<file path="config.mk">
export PLATFORM = sky130hd
export DESIGN_NAME = gpr_file_flat
export DESIGN_NICKNAME = d
export VERILOG_FILES = /design/src/rtl/gpr_file_if.sv /design/src/rtl/gpr_file.sv /design/src/flat_wrapper.sv
export SDC_FILE = /design/constraint.sdc
export NUM_CORES = 2
export LEC_CHECK = 0
export CELL_PAD_IN_SITES_DETAIL_PLACEMENT = 0
export CELL_PAD_IN_SITES_GLOBAL_PLACEMENT = 2
export CORE_ASPECT_RATIO = 0.9
export CORE_MARGIN = 2
export CORE_UTILIZATION = 52
export CTS_BUF_LIST = sky130_fd_sc_hd__clkbuf_4
export DETAILED_ROUTE_END_ITERATION = 6
export GPL_TIMING_DRIVEN = 0
export PLACE_DENSITY_LB_ADDON = 0.1
export SYNTH_ARGS = -nofsm -noshare
export SYNTH_HDL_FRONTEND = slang
export SYNTH_SLANG_ARGS = --single-unit
</file>
<file path="constraint.sdc">
create_clock -name clk -period 10.5 [get_ports clk]
set_input_delay 2.625 -clock clk [delete_from_list [all_inputs] [get_ports clk]]
set_output_delay 2.625 -clock clk [all_outputs]
set_load 0.01 [all_outputs]
</file>
<file path="src/rtl/gpr_file_if.sv">
// Operand-read, writeback and issue signals between the pipeline and the GPR file.
// The pipeline side uses the master modport and the register file uses the slave modport.
interface gpr_file_if #(
  parameter int ISA_WIDTH      = 32,
  parameter int REG_ADDR_WIDTH = 5
);
  logic [REG_ADDR_WIDTH-1:0] rs1;
  logic [REG_ADDR_WIDTH-1:0] rs2;
  logic [ISA_WIDTH-1:0]      src1;
  logic [ISA_WIDTH-1:0]      src2;
  logic [REG_ADDR_WIDTH-1:0] rd;
  logic [ISA_WIDTH-1:0]      srd;
  logic                      gpr_w_en;
  logic                      issue_valid;
  logic                      issue_long;
  logic [REG_ADDR_WIDTH-1:0] issue_rd;
  logic                      stall;
  logic [REG_ADDR_WIDTH:0]   busy_cnt;

  modport master (
    output rs1, rs2, rd, srd, gpr_w_en, issue_valid, issue_long, issue_rd,
    input  src1, src2, stall, busy_cnt
  );

  modport slave (
    input  rs1, rs2, rd, srd, gpr_w_en, issue_valid, issue_long, issue_rd,
    output src1, src2, stall, busy_cnt
  );
endinterface

</file>
<file path="src/rtl/gpr_file.sv">
// GPR file with same-cycle writeback bypass and a busy-bit scoreboard for long-latency results.
// The stall output is raised when an issuing instruction reads a register whose result is still pending.
module gpr_file #(
  parameter int ISA_WIDTH      = 32,
  parameter int REG_ADDR_WIDTH = 5
) (
  input  logic       clk,
  input  logic       rst,
  gpr_file_if.slave  bus
);
  localparam int N  = 1 << REG_ADDR_WIDTH;
  localparam int CW = REG_ADDR_WIDTH + 1;

  logic [ISA_WIDTH-1:0] r_regs [1:N-1];
  logic [N-1:0]         r_busy;
  logic [CW-1:0]        r_busy_cnt;

  logic          w_wr;
  logic          w_set;
  logic          w_haz1;
  logic          w_haz2;
  logic          w_stall;
  logic          w_inc;
  logic          w_dec;
  logic [N-1:0]  w_busy_nxt;

  // Writeback to an operand hides its busy bit because the bypass supplies the value.
  always_comb begin
    w_haz1 = (bus.rs1 != '0) && r_busy[bus.rs1] && !(bus.gpr_w_en && (bus.rd == bus.rs1));
    w_haz2 = (bus.rs2 != '0) && r_busy[bus.rs2] && !(bus.gpr_w_en && (bus.rd == bus.rs2));
    w_stall = bus.issue_valid && (w_haz1 || w_haz2);
  end

  always_comb begin
    w_wr  = bus.gpr_w_en && (bus.rd != '0);
    w_set = bus.issue_valid && bus.issue_long && (bus.issue_rd != '0) && !w_stall;
    w_busy_nxt = r_busy;
    if (w_wr)
      w_busy_nxt[bus.rd] = 1'b0;
    if (w_set)
      w_busy_nxt[bus.issue_rd] = 1'b1;
    w_busy_nxt[0] = 1'b0;
    w_inc = w_set && !r_busy[bus.issue_rd];
    w_dec = w_wr && r_busy[bus.rd] && !(w_set && (bus.issue_rd == bus.rd));
  end

  always_comb begin
    if (bus.rs1 == '0)
      bus.src1 = '0;
    else if (bus.gpr_w_en && (bus.rd == bus.rs1))
      bus.src1 = bus.srd;
    else
      bus.src1 = r_regs[bus.rs1];

    if (bus.rs2 == '0)
      bus.src2 = '0;
    else if (bus.gpr_w_en && (bus.rd == bus.rs2))
      bus.src2 = bus.srd;
    else
      bus.src2 = r_regs[bus.rs2];
  end

  always_ff @(posedge clk or negedge rst) begin
    if (!rst) begin
      for (int i = 1; i < N; i++)
        r_regs[i] <= '0;
    end else if (w_wr) begin
      r_regs[bus.rd] <= bus.srd;
    end
  end

  always_ff @(posedge clk or negedge rst) begin
    if (!rst) begin
      r_busy     <= '0;
      r_busy_cnt <= '0;
    end else begin
      r_busy     <= w_busy_nxt;
      r_busy_cnt <= r_busy_cnt + CW'(w_inc) - CW'(w_dec);
    end
  end

  assign bus.stall    = w_stall;
  assign bus.busy_cnt = r_busy_cnt;
endmodule

</file>
<file path="src/flat_wrapper.sv">
// flat-port wrapper written by rule: the top's interface ports become plain ports
module gpr_file_flat 
#(
  parameter int ISA_WIDTH      = 32,
  parameter int REG_ADDR_WIDTH = 5
)
  (clk, rst, bus_rs1, bus_rs2, bus_rd, bus_srd, bus_gpr_w_en, bus_issue_valid, bus_issue_long, bus_issue_rd, bus_src1, bus_src2, bus_stall, bus_busy_cnt);
  gpr_file_if #(.ISA_WIDTH(ISA_WIDTH), .REG_ADDR_WIDTH(REG_ADDR_WIDTH)) bus_i ();
  input  logic clk;
  input  logic rst;
  input wire logic [$bits(bus_i.rs1)-1:0] bus_rs1;
  input wire logic [$bits(bus_i.rs2)-1:0] bus_rs2;
  input wire logic [$bits(bus_i.rd)-1:0] bus_rd;
  input wire logic [$bits(bus_i.srd)-1:0] bus_srd;
  input wire logic [$bits(bus_i.gpr_w_en)-1:0] bus_gpr_w_en;
  input wire logic [$bits(bus_i.issue_valid)-1:0] bus_issue_valid;
  input wire logic [$bits(bus_i.issue_long)-1:0] bus_issue_long;
  input wire logic [$bits(bus_i.issue_rd)-1:0] bus_issue_rd;
  output wire logic [$bits(bus_i.src1)-1:0] bus_src1;
  output wire logic [$bits(bus_i.src2)-1:0] bus_src2;
  output wire logic [$bits(bus_i.stall)-1:0] bus_stall;
  output wire logic [$bits(bus_i.busy_cnt)-1:0] bus_busy_cnt;
  assign bus_i.rs1 = bus_rs1;
  assign bus_i.rs2 = bus_rs2;
  assign bus_i.rd = bus_rd;
  assign bus_i.srd = bus_srd;
  assign bus_i.gpr_w_en = bus_gpr_w_en;
  assign bus_i.issue_valid = bus_issue_valid;
  assign bus_i.issue_long = bus_issue_long;
  assign bus_i.issue_rd = bus_issue_rd;
  assign bus_src1 = bus_i.src1;
  assign bus_src2 = bus_i.src2;
  assign bus_stall = bus_i.stall;
  assign bus_busy_cnt = bus_i.busy_cnt;
  gpr_file #(.ISA_WIDTH(ISA_WIDTH), .REG_ADDR_WIDTH(REG_ADDR_WIDTH)) u_core (.clk(clk), .rst(rst), .bus(bus_i));
endmodule
</file>
==> metrics.md <==
| Metric | Value |
|---|---|
| Clock Tree Root | clkbuf_4 |
| Total power | 0.0120 W |
| Dominant synthesized flop cell | dfrtp_1 |
| Pleak | 27.5 nW |
| Routability congestion estimate | 0.960 |
| First drt pass iteration count | 7 |
| Layout Cells excl Fill | 5878 |
| Routed Antenna Nets | 0 |
| Clock Pin Slew Worst Setup and Hold Paths | 50 ps |
| Max Clk Rate | 95.5 MHz |
| Worst endpoint data arrival time | 7850 ps |
| Count leader, synth | mux2_2 |
| Cell area after synthesis | 0.0569 sq mm |
| TritonCTS clock tree | yes |
| DR WL/cell | 40.1 um |
| Post-Place Cell Area | 0.0600 sq mm |
| CP Class | input pin to output port |
| Hold-fix buffers, CTS | 0 |
| PortBufs | 115 |
| Critical path, cell by cell | clkdlybuf4s50_1 > buf_2 > buf_2 > buf_2 > clkbuf_1 > clkbuf_1 > a211oi_1 > nor3_1 > clkdlybuf4s50_1 |
| Yosys top cell by area | dfrtp_1 |
| CORE AREA | 0.109 sq mm |
| Run status | finished, violations left |
| Critical path's slowest cell | clkbuf_1 |
| Syn Inst Count | 3803 |
| Final setup violating endpoints | 0 |
| CP required | 7880 ps |
| Synth cell count leaders | 1074 x mux2_2, 1029 x dfrtp_1, 540 x mux4_2 |
| Worst IR drop on VDD | 0.132 mV |
| Design Area, Final | 0.0637 sq mm |
| Nets | 4294 |
| Final Max Slew Viols | 120 |
| Number of global-route vias before repair | 41100 |
| Layout fillers | 9044 |
| Syn Area/Cell | 15.0 sq um |
| Final hold violation count | 0 |
| Async SR Flop Fraction | 100% |
| Netlist cell types | 56 |
| Vias/cell | 7.07 |
| Largest net degree at the start of global routing | 167 |
| Clk sink count | 1029 |
| Worst rel slew slack | -8.14% |
| Remaining DRCs | 0 |
| Pwr/cell area | 189 mW/mm^2 |
| Initial core utilization | 52.2% |
| Die area | 0.112 sq mm |
| Post-synthesis sequential area ratio | 45.3% |
| Total wire length | 236 mm |
| Total gr overflow | 0 |
| Die height | 318 um |
| Placed insts | 5386 |
| Width of the die | 353 um |
| Area Growth Syn to Fin | 12.0% |
| RSZ-0062 raised after global routing | no |
| IO Pins | 128 |
| Antenna violations before repair | 8 |
| Post-synth EDFFs | 0 |
| Share of cells above drive strength 1 | 52.2% |
| Deepest clock path buffer count | 4 |
| Total CTS buffers | 302 |
| HP Class | register to register |
| Top cells by area, synth | dfrtp_1 45%, mux4_2 21%, mux2_2 21% |
| Initial DRC Count | 5268 |
| DP HPWL | 152 mm |
| Setup TNS | 0 ps |
| Row count | 115 |
| Crit path top cell by count | buf_2 |
| Ys Warns | 0 |
| GRT Total Usage | 42.2% |
| Hold Slack | 522 ps |
| First-pass GRT wire length | 324 mm |
| H-tree depth | 5 |
| CP peak stage delay | 950 ps |
| Final period utilization | 99.8% |
| Startpoint types | input pin |
| Syn_nets | 3867 |
| CP max FO | 10 |
| CP endpoint kind | output port |
| Setup Skew | 44.9 ps |
| Failing checks | max-capacitance violations, max-slew violations |
| Area share of the largest cell type after synthesis | 45.3% |
| Flops & latches, synth | 1029 |
| Maxcap violations | 12 |
| Clock Latency Late Sink | 1290 ps |
| Via total after detailed routing | 41600 |
| Slew @ Worst Pin | 1620 ps |
| Clock period minus worst slack | 10470 ps |
==> registers in the layout (all words and copies together) (netlist names) <==
name / cells
u_core.r_regs: 992
u_core.r_busy: 31
u_core.bus.busy_cnt: 6
==> final cells by class <==
class | count | area [sq um] | area share (%)
clock buffer | 439 | 3300 | 5.18
inverter | 13 | 48.8 | 0.0766
tap | 1462 | 1830 | 2.87
timing repair buffer | 123 | 1360 | 2.14
clock inverter | 40 | 259 | 0.407
buffer | 416 | 2010 | 3.16
multi-input combinational | 2345 | 29100 | 45.7
sequential | 1029 | 25700 | 40.4
antenna | 11 | 27.5 | 0.0432
==> through the flow <==
stage                     worst slack, ps  utilization (%)
final                                25.7             58.5
after global routing                  162             58.4
after CTS                             134             58.4
after detailed placement             -365             55.1
after global placement             -41750             54.9
after floorplan                      3350                -
==> critical path: cells and delay by family <==
kind	cells	cell delay (ps)
and+or+nand+nor	1	550
buffers and inverters	7	4430
AOI/OAI and AO/OA	1	200
==> cell usage in the layout, fill, tap and decap left out, types with 52 or more instances in the layout <==
master and count:
buf_2 151, clkbuf_4 439, buf_1 57, nand2_1 125
clkdlybuf4s50_1 114, nor2_1 63, mux4_2 540, dfrtp_1 1029
clkbuf_1 153, mux2_2 1074, o21ai_1 52, mux2i_1 95
==> worst paths after layout <==
check	endpoint	from	slack, ps	cells past startpoint
min in group asynchronous	u_core.bus.busy_cnt[1]	rst	1240	1
max reg2reg	u_core.bus.busy_cnt[4]	u_core.r_busy[8]	6900	14
max	bus_src2[22]	bus_rs2[3]	30	9
min reg2reg	u_core.r_regs[59]	u_core.r_regs[59]	520	1
min	u_core.r_regs[59]	u_core.r_regs[59]	520	1
max in group asynchronous	u_core.r_regs[401]	rst	6250	5
==> routing by layer <==
layer | part of all wire, % | track usage (%) | vias up
met5 | 0.011 | 0 | -
met4 | 6.2 | 22.8 | 4
met3 | 12 | 15.2 | 739
met2 | 43 | 59.8 | 2866
met1 | 39 | 56.8 | 22200
li1 | - | - | 15700
==> timing repair <==
item | 4_1_cts | 5_1_grt
gates resized for setup | 1 | 0
endpoints found under the setup margin | 9 | 0
buffers inserted | 0 | 0
==> power by group <==
| part | internal, W | switching, W |
|---|---|---|
| Sequential | 0.00474 | 0.000587 |
| Combinational | 0.00166 | 0.00123 |
| Clock | 0.00199 | 0.00182 |
| Total | 0.00839 | 0.00363 |
==> cells by family (layout without fill, tap and decap cells) <==
group | after synthesis | after routing | synth area share, %
compound gates | 305 | 305 | 3.82
xor+xnor | 20 | 20 | 0.308
fa+ha+maj | 7 | 7 | 0.167
buf+inv | 429 | 1031 | 3.59
flops | 1029 | 1029 | 45.3
mux | 1709 | 1709 | 44.3
other cells | 0 | 11 | 0
simple gates | 304 | 304 | 2.50
No activity file was read; power rests on OpenSTA's default activity.
